<file path="src/rtl/prio_arb_pkg.sv">
// Shared constants and helpers for the prio_arb_enc arbiter.
package prio_arb_pkg;

   localparam logic MODE_FIXED = 1'b0;
   localparam logic MODE_RR    = 1'b1;

   // Index width that never collapses to zero bits.
   function automatic int idx_width(input int n);
      return (n > 1) ? $clog2(n) : 1;
   endfunction

endpackage

</file>
<file path="src/rtl/prio_find_high.sv">
// Combinational highest-set-bit search over an N-bit vector.
module prio_find_high import prio_arb_pkg::*; #(
   parameter int N     = 16,
   parameter int IDX_W = idx_width(N)
) (
   input  logic [N-1:0]     vec,
   output logic [IDX_W-1:0] idx,
   output logic             found
);

   always_comb begin
      idx   = '0;
      found = 1'b0;
      for (int i = 0; i < N; i++) begin
         if (vec[i]) begin
            idx   = IDX_W'(i);
            found = 1'b1;
         end
      end
   end

endmodule

</file>
<file path="src/rtl/prio_arb_enc.sv">
// Registered N-way priority arbiter with fixed / round-robin modes and a
// valid/ready grant handshake.
module prio_arb_enc import prio_arb_pkg::*; #(
   parameter int N     = 16,
   parameter int IDX_W = idx_width(N),
   parameter bit RR_EN = 1'b1
) (
   input  logic             clk,
   input  logic             rst,
   input  logic [N-1:0]     req,
   input  logic             mode,
   output logic             grant_valid,
   input  logic             grant_ready,
   output logic [IDX_W-1:0] grant_idx,
   output logic [N-1:0]     grant_onehot,
   output logic             none
);

   logic             gv_q, gv_d;
   logic [IDX_W-1:0] idx_q, idx_d;
   logic [N-1:0]     oh_q, oh_d;
   logic             none_q, none_d;
   logic [IDX_W-1:0] ptr_q, ptr_d;
   logic             rr_q, rr_d;

   logic             slot;
   logic             use_rr;
   logic             hs_rr;
   logic [IDX_W-1:0] ptr_adv;
   logic [IDX_W-1:0] ptr_eff;
   logic [N-1:0]     mask;
   logic [IDX_W-1:0] u_idx, m_idx, win;
   logic             u_found, m_found;

   assign slot   = !gv_q || grant_ready;
   assign use_rr = RR_EN && (mode == MODE_RR);
   assign hs_rr  = gv_q && grant_ready && rr_q;

   // Accepting an RR grant rotates the pointer before this slot arbitrates,
   // so back-to-back grants see the updated priority.
   assign ptr_adv = (idx_q == '0) ? IDX_W'(N - 1) : idx_q - 1'b1;
   assign ptr_eff = hs_rr ? ptr_adv : ptr_q;

   always_comb begin
      mask = '0;
      for (int i = 0; i < N; i++) begin
         mask[i] = (i <= int'(ptr_eff));
      end
   end

   prio_find_high #(.N(N), .IDX_W(IDX_W)) u_unmasked (
      .vec   (req),
      .idx   (u_idx),
      .found (u_found)
   );

   if (RR_EN) begin : g_rr
      prio_find_high #(.N(N), .IDX_W(IDX_W)) u_masked (
         .vec   (req & mask),
         .idx   (m_idx),
         .found (m_found)
      );
   end else begin : g_fixed
      assign m_idx   = '0;
      assign m_found = 1'b0;
   end

   assign win = (use_rr && m_found) ? m_idx : u_idx;

   always_comb begin
      gv_d   = gv_q;
      idx_d  = idx_q;
      oh_d   = oh_q;
      none_d = none_q;
      rr_d   = rr_q;
      ptr_d  = ptr_eff;
      if (slot) begin
         if (u_found) begin
            gv_d   = 1'b1;
            idx_d  = win;
            oh_d   = {{(N-1){1'b0}}, 1'b1} << win;
            none_d = 1'b0;
            rr_d   = use_rr;
         end else begin
            gv_d   = 1'b0;
            oh_d   = '0;
            none_d = 1'b1;
         end
      end
   end

   always_ff @(posedge clk) begin
      if (rst) begin
         gv_q   <= 1'b0;
         idx_q  <= '0;
         oh_q   <= '0;
         none_q <= 1'b1;
         ptr_q  <= IDX_W'(N - 1);
         rr_q   <= 1'b0;
      end else begin
         gv_q   <= gv_d;
         idx_q  <= idx_d;
         oh_q   <= oh_d;
         none_q <= none_d;
         ptr_q  <= ptr_d;
         rr_q   <= rr_d;
      end
   end

   assign grant_valid  = gv_q;
   assign grant_idx    = idx_q;
   assign grant_onehot = oh_q;
   assign none         = none_q;

endmodule

</file>
<file path="config.mk">
export PLATFORM = sky130hd
export DESIGN_NAME = prio_arb_enc
export DESIGN_NICKNAME = d
export VERILOG_FILES = /design/src/rtl/prio_arb_pkg.sv /design/src/rtl/prio_find_high.sv /design/src/rtl/prio_arb_enc.sv
export SDC_FILE = /design/constraint.sdc
export NUM_CORES = 1
export LEC_CHECK = 0
export BUFFER_PORTS_ARGS = -buffer_cell sky130_fd_sc_hd__buf_4
export CAP_MARGIN = 20
export CORE_UTILIZATION = 53
export CTS_CLUSTER_DIAMETER = 30
export DETAILED_ROUTE_END_ITERATION = 10
export GPL_TIMING_DRIVEN = 0
export PLACE_DENSITY = 0.86
export SLEW_MARGIN = 20
export SYNTH_ARGS = -nofsm -noshare
export SYNTH_HDL_FRONTEND = slang
export SYNTH_HIERARCHICAL = 1
export SYNTH_SLANG_ARGS = --single-unit
export TNS_END_PERCENT = 5
</file>
<file path="constraint.sdc">
create_clock -name clk -period 3.46 [get_ports clk]
set_clock_uncertainty 0.05 [all_clocks]
set_input_delay 0.519 -clock clk [delete_from_list [all_inputs] [get_ports clk]]
set_output_delay 0.519 -clock clk [all_outputs]
set_load 0.05 [all_outputs]
</file>
After elaboration in Yosys (flattened, before gate mapping):

Cells that the tools add are included.
W data, S select, Z words.

* bits in registers: 27
* bits of input ports: 20
* output and inout bits: 22
* logic and storage cells: 99

* add/sub/neg operators: 1
* order comparisons: 15
* shift operators: 1
* muxes and demuxes: 68
* bitwise logic cells: 1
* reduce and logical (&&, ||, !) cells: 7

Operators by type and width (count)
* $mux W4: 19
* $mux W1: 36
* $le A4 B4 Y1 const A: 8
* $mux W3: 8
* $and A16 B16 Y16: 1
* $le A3 B4 Y1 const A: 4
* $mux W16: 1
* $shl A1 B4 Y16 const A: 1
* $le A2 B4 Y1 const A: 2
* $mux W2: 4
* $le A1 B4 Y1 const A: 1
* $logic_not A4 Y1: 1
* $sub A4 B1 Y4 const B: 1
* $logic_and A1 B1 Y1: 3
* $reduce_and A2 Y1: 1
* $logic_not A1 Y1: 1
* $logic_or A1 B1 Y1: 1

Longest topological paths before layout:

* depth after elaboration: 25
* mapped depth: 13

Cells and area by module:

Netlist, hierarchy kept.

By module, submodules not included
* prio_arb_enc: times used 1, cells each 166, area an instance 1440.1 um2
* prio_find_high: times used 2, cells each 29, area an instance 161.4 um2

Worst setup path before layout:

No wires, ideal clock.

* path kind: register to register
* start: register idx_q[0] (netlist: grant_idx[0])
* end: register oh_q[1] (netlist: grant_onehot[1])
* setup time: 0.060 ns
* data arrival time: 3.393 ns
* required time: 3.350 ns
* path slack: -0.044 ns
* cell stages (with the launch flop): 14
* period minus slack after synthesis: 3.504 ns
* path through: dfxtp_1 inv_1 ha_1 xor2_1 mux2i_1 nand2b_1 and3_1 nor4_1 nand4_1 nand2_1 clkbuf_1 nand3b_1 a21oi_1 a22o_1

* longest elaborated chain between the ends: 24
* elaborated cells between the ends (all ways): 54
* those cells by class: 1 x add/sub; 15 x order compare; 1 x shift; 34 x mux; 1 x bitwise; 2 x reduce/logical

RTL lines
* start: declaration: RTL line prio_arb_enc.sv:20 `logic [IDX_W-1:0] idx_q, idx_d;`
* start signal: assignment: RTL line prio_arb_enc.sv:102 `idx_q <= idx_d;`
* $sub A4 B1 Y4 or $logic_not A4 Y1 (tied branches): RTL line prio_arb_enc.sv:41 `assign ptr_adv = (idx_q == '0) ? IDX_W'(N - 1) : idx_q - 1'b1;`
* $mux W4 *: RTL line prio_arb_enc.sv:41
* $mux W4 *: RTL line prio_arb_enc.sv:42 `assign ptr_eff = hs_rr ? ptr_adv : ptr_q;`
* $le A1 B4 Y1: RTL line prio_arb_enc.sv:47 `mask[i] = (i <= int'(ptr_eff));`
* $and A16 B16 Y16 *: RTL line prio_arb_enc.sv:59 `.vec (req & mask),`
* $mux W1 (14 in a row): RTL line prio_find_high.sv:15 `if (vec[i]) begin`
* $mux W1 *: RTL line prio_find_high.sv:15
* net m_found: RTL line prio_arb_enc.sv:33 `logic u_found, m_found;`
* $logic_and A1 B1 Y1 *: RTL line prio_arb_enc.sv:68 `assign win = (use_rr && m_found) ? m_idx : u_idx;`
* $mux W4 *: RTL line prio_arb_enc.sv:68
* $shl A1 B4 Y16 *: RTL line prio_arb_enc.sv:81 `oh_d = {{(N-1){1'b0}}, 1'b1} << win;`
* $mux W16 *: RTL line prio_arb_enc.sv:78 `if (u_found) begin`
* end signal: assignment: RTL line prio_arb_enc.sv:103 `oh_q <= oh_d;`
* end: declaration: RTL line prio_arb_enc.sv:21 `logic [N-1:0] oh_q, oh_d;`

Mark *: on every way through the listed nets, which the timed path passes. The rest lies on a longest branch.
A chain may end at the register's enable or synchronous reset.

Worst setup path after layout:

* start: register idx_q[0] (netlist: grant_idx[0])
* end: register oh_q[2] (netlist: grant_onehot[2])

The elaborated chain is that of the path after synthesis.

==> results <==
- The gate count of the mapped netlist is 224.
- The number of slew-limit violations in the final report is 0.
- The run finished with clean final reports.
- For this run, the leading register cell type out of synthesis is sky130_fd_sc_hd__dfxtp_1.
- The overall routed net length is 4270 um.
- The area of the multi-input gates is 1210 um^2.
- In this run the register-to-register setup slack is 0.20 ns.
- The number of sinks driven by the clock tree is 27.
- The first-iteration detailed-routing DRC count is 109.
- The net count after synthesis is 245.
- In this run, CTS created clock tree buffers numbering 3.
- The count of nets after finishing is 290.
- The summed instance area of the synthesized netlist is 1760 um^2.
- The leakage power is 0.892 nW.
- The repair_antennas step left the layout with diodes totalling 0.
- At the pin with the least slew margin, the transition time is 0.575 ns.
- The type of the worst min-delay path is flip-flop to flip-flop.
- Of all nets on the critical path, the largest fanout is 10.
- At the end of routability-driven placement, the weighted congestion stood at 0.882.
- Tracing the worst setup path back leads to its startpoint at grant_idx[0].
- The data required time at the worst endpoint is 3.66 ns.
- For this configuration, the core starts out at a cell density of 56.8%.
- Of the total synthesized cell area, the portion taken by AND, OR, NAND and NOR gates is 35.3%.
- The root buffer cell is sky130_fd_sc_hd__clkbuf_4.
- STA classifies the critical path endpoint as a flip-flop.
- The worst path needs 3.26 ns of the cycle, external delays included.
- The post-synthesis sequential element count is 27.
- The met1 track demand over resource is 37.5%.
- Detailed routing inserted a total of 1,820 vias.
- In the synthesized netlist, mux cells make up 1.42% of the area.
- The fraction of the mapped netlist area in compound gates is 28.0%.
- In this run the cell area measured after placement is 2120 um^2.
- The fraction of final layout cells with drive strength greater than 1 is 25.7%.
- The aggregate global routing overflow is 0.
- The sum of negative setup slack is 0 ns.
- The top cell type by total area after synthesis is sky130_fd_sc_hd__dfxtp_1.
- The main combinational cell family by area after synthesis is simple AND/OR/NAND/NOR gates.
- The worst path uses 94.3% of the clock period.
- The iteration count of the initial detailed-routing pass is 5.
- The boundary pin count is 42.
- Setup repair after global routing could not meet its margin everywhere.
- STA classifies the critical path startpoint as a flip-flop.
- Global routing used 25.4% of the available tracks across all layers.
- The number of maximum-capacitance constraint violations is 0.
- The die covers 3560 um^2.
- The routed via count divided by cell count is 5.83.
- The area of all sequential standard cells is 546 um^2.
- The finished layout holds 312 standard cells, fillers aside.
- The maximum clock path buffer count is 2.
- The initial antenna violation count is 0.
- The number of buffers inserted for hold repair after clock tree synthesis is 0.
- The peak clock frequency supported by timing is 0.307 GHz.
- The area share of the largest cell type after synthesis is 30.7%.
- The post-detailed-route DRC marker count is 0.
- The post-synthesis async set-or-reset flop share is 0%.
- The via count of the first global-routing pass is 1,561.
- In this run the number of H-tree levels came out at 1.
- The fraction of the mapped netlist area in adder cells is 0.710%.
- The clock reaches the later pin of the worst-skew pair after 0.32 ns.
- In the synthesized netlist, the cells that appear most often are sky130_fd_sc_hd__nand2_1, sky130_fd_sc_hd__dfxtp_1, sky130_fd_sc_hd__nor2_1, sky130_fd_sc_hd__nand2b_1, sky130_fd_sc_hd__o21ai_0.
- The die is 59.7 um wide.
- The worst hold path begins at none.
- Sorting the synthesized cells by area gives the leading types as sky130_fd_sc_hd__dfxtp_1, sky130_fd_sc_hd__nand2_1, sky130_fd_sc_hd__nor2_1, sky130_fd_sc_hd__a22o_1, sky130_fd_sc_hd__nand2b_1.
- Setup violations remaining at the end of the flow were counted as 0.
- The wire length of the first global-routing pass is 7030 um.
- The highest-utilization routing layer at the global route stage is met2.
- The Yosys step of the flow raised 6 warnings.
- The distinct cell type count of the synthesized netlist is 50.
- Measured against its own limit, the worst slew margin works out to 61.3%.
- The category of the critical setup timing path is flip-flop to flip-flop.
- Entering global routing, the biggest net connects 15 pins.
- The initialized floorplan defines 20 standard-cell rows.
- In this run the remaining antenna-violating nets after routing total 0.
- The xor and xnor area share after synthesis is 0.497%.
- The die is 59.7 um tall.
- The clock slew at the register clock pins of the worst setup and hold paths is 0.14 ns.
- The maximum ir drop on the vdd rail is 0.199 mV.
- The worst reg2reg path startpoint is grant_idx[0].
- The met2 track utilization from global routing is 40.2%.
- The arrival time at the worst endpoint is 3.46 ns.
- The post-detailed-placement half-perimeter wirelength is 3320 um.
- The CTS tree is done.
- The cell area power density is 314 nW/um^2.
- The cell area after layout is 2200 um^2.
- After filler insertion, the fill cell instance count of the layout stands at 282.
- The per-cell routed wire length is 13.7 um.
- Each instance of the synthesized netlist takes up on average 7.87 um^2.
- The area growth from synthesis to layout is 24.6%.
- The number of buffer cells added on primary ports is 40.
- The post-placement cell count is 308.
- The leading cell type by number of instances after synthesis is sky130_fd_sc_hd__nand2_1.
- The number of flops mapped to enable cells by yosys is 0.
- The global routing usage on met3 is 3.90%.
- For this run, the register share of the synthesized area comes to 30.7%.
- The core region is 3100 um^2.
- The number of hold violations in the final report is 0.
critical path, stage by stage (launching register included):
cell,delay [ns]
sky130_fd_sc_hd__dfxtp_4,0.42
sky130_fd_sc_hd__inv_1,0.05
sky130_fd_sc_hd__ha_1,0.22
sky130_fd_sc_hd__xor2_1,0.18
sky130_fd_sc_hd__mux2_4,0.33
sky130_fd_sc_hd__a311oi_2,0.35
sky130_fd_sc_hd__a21boi_1,0.17
sky130_fd_sc_hd__nor4_2,0.28
sky130_fd_sc_hd__nand4_1,0.18
sky130_fd_sc_hd__and2_1,0.23
sky130_fd_sc_hd__buf_2,0.18
sky130_fd_sc_hd__nor3_1,0.19
sky130_fd_sc_hd__o21ai_1,0.16
sky130_fd_sc_hd__o21ai_0,0.20
kinds of logic after synthesis:
group / after synthesis
adders and majority gates: 1
buffers and inverters: 13
and+or+nand+nor: 116
AOI/OAI and AO/OA: 64
DFF: 27
xor gates and xnor gates: 1
muxes: 2
layout make-up:
class	count	share of cell area, %
multi-input combinational	184	55.0
sequential	27	24.8
timing repair buffer	40	13.7
tap	44	2.51
buffer	7	1.77
clock buffer	4	1.20
inverter	6	1.03
where the power goes:
group          internal (mW)  total [mW]  switching (mW)
clock                 0.0451       0.133          0.0876
sequential             0.323       0.337          0.0138
combinational         0.0852       0.220           0.135
metrics by stage:
stage | util [%] | power, mW | worst slack [ns] | hold slack, ns
floorplan | - | 0.488 | 0.0431 | 0.420
global placement | 68.3 | 0.550 | -0.150 | 0.384
detailed placement | 68.3 | 0.553 | -0.175 | 0.393
CTS | 69.3 | 0.685 | 0.0386 | 0.401
global route | 70.8 | 0.731 | -0.0664 | 0.409
finish | 70.8 | 0.690 | 0.198 | 0.406
repair_timing:
| action | in CTS | in global routing |
|---|---|---|
| gates resized for setup | 2 | 10 |
| pin swaps | 0 | 1 |
| gates cloned | 0 | 0 |
| endpoints found under the setup margin | 15 | 19 |
| setup buffers | 0 | 0 |
layout by cell type (no fill, tap or decap), types with 2 or more instances in the layout:
cell	synthesis	routed
sky130_fd_sc_hd__buf_2	3	3
sky130_fd_sc_hd__buf_4	0	40
sky130_fd_sc_hd__nor4_2	0	3
sky130_fd_sc_hd__dfxtp_1	27	25
sky130_fd_sc_hd__clkbuf_1	3	3
sky130_fd_sc_hd__nand4_1	2	2
sky130_fd_sc_hd__o211ai_1	2	2
sky130_fd_sc_hd__o21a_1	3	3
sky130_fd_sc_hd__a21oi_2	1	3
sky130_fd_sc_hd__nor2_1	26	26
sky130_fd_sc_hd__o21ai_0	10	10
sky130_fd_sc_hd__nor2b_1	3	3
sky130_fd_sc_hd__a22o_1	8	8
sky130_fd_sc_hd__nand3b_1	8	8
sky130_fd_sc_hd__a311oi_1	7	7
sky130_fd_sc_hd__or3b_1	2	2
sky130_fd_sc_hd__a221o_1	2	2
sky130_fd_sc_hd__a21boi_1	1	2
sky130_fd_sc_hd__nand2_1	33	33
sky130_fd_sc_hd__and2_1	3	3
sky130_fd_sc_hd__a21oi_1	8	6
sky130_fd_sc_hd__a31oi_1	4	3
sky130_fd_sc_hd__nand3_1	4	4
sky130_fd_sc_hd__inv_1	6	6
sky130_fd_sc_hd__o31a_1	2	2
sky130_fd_sc_hd__and3_1	3	3
sky130_fd_sc_hd__nor4_1	8	5
sky130_fd_sc_hd__a21o_1	5	5
sky130_fd_sc_hd__nor3_1	5	5
sky130_fd_sc_hd__clkbuf_4	0	3
sky130_fd_sc_hd__nor4b_2	3	3
sky130_fd_sc_hd__nand2b_1	10	10
routing by layer:
| layer | part of all wire, % | vias to the layer above |
|---|---|---|
| li1 | - | 917 |
| met1 | 47 | 842 |
| met2 | 47 | 59 |
| met3 | 5.7 | 2 |
| met4 | 0.47 | 0 |
| met5 | 0 | - |
registers in the layout, summed over array words and instances, names as in the netlist:
name	cells
none	1
grant_onehot	16
rr_q	1
grant_valid	1
ptr_q	4
grant_idx	4
path summary, 6_finish.rpt:
| kind | end | depth (start not counted) |
|---|---|---|
| worst min-delay path | none | 2 |
| worst min register to register | none | 2 |
| worst max register to register | grant_onehot[2] | 13 |
| worst max-delay path | grant_onehot[2] | 13 |
Power figures use the tool's default switching activity.
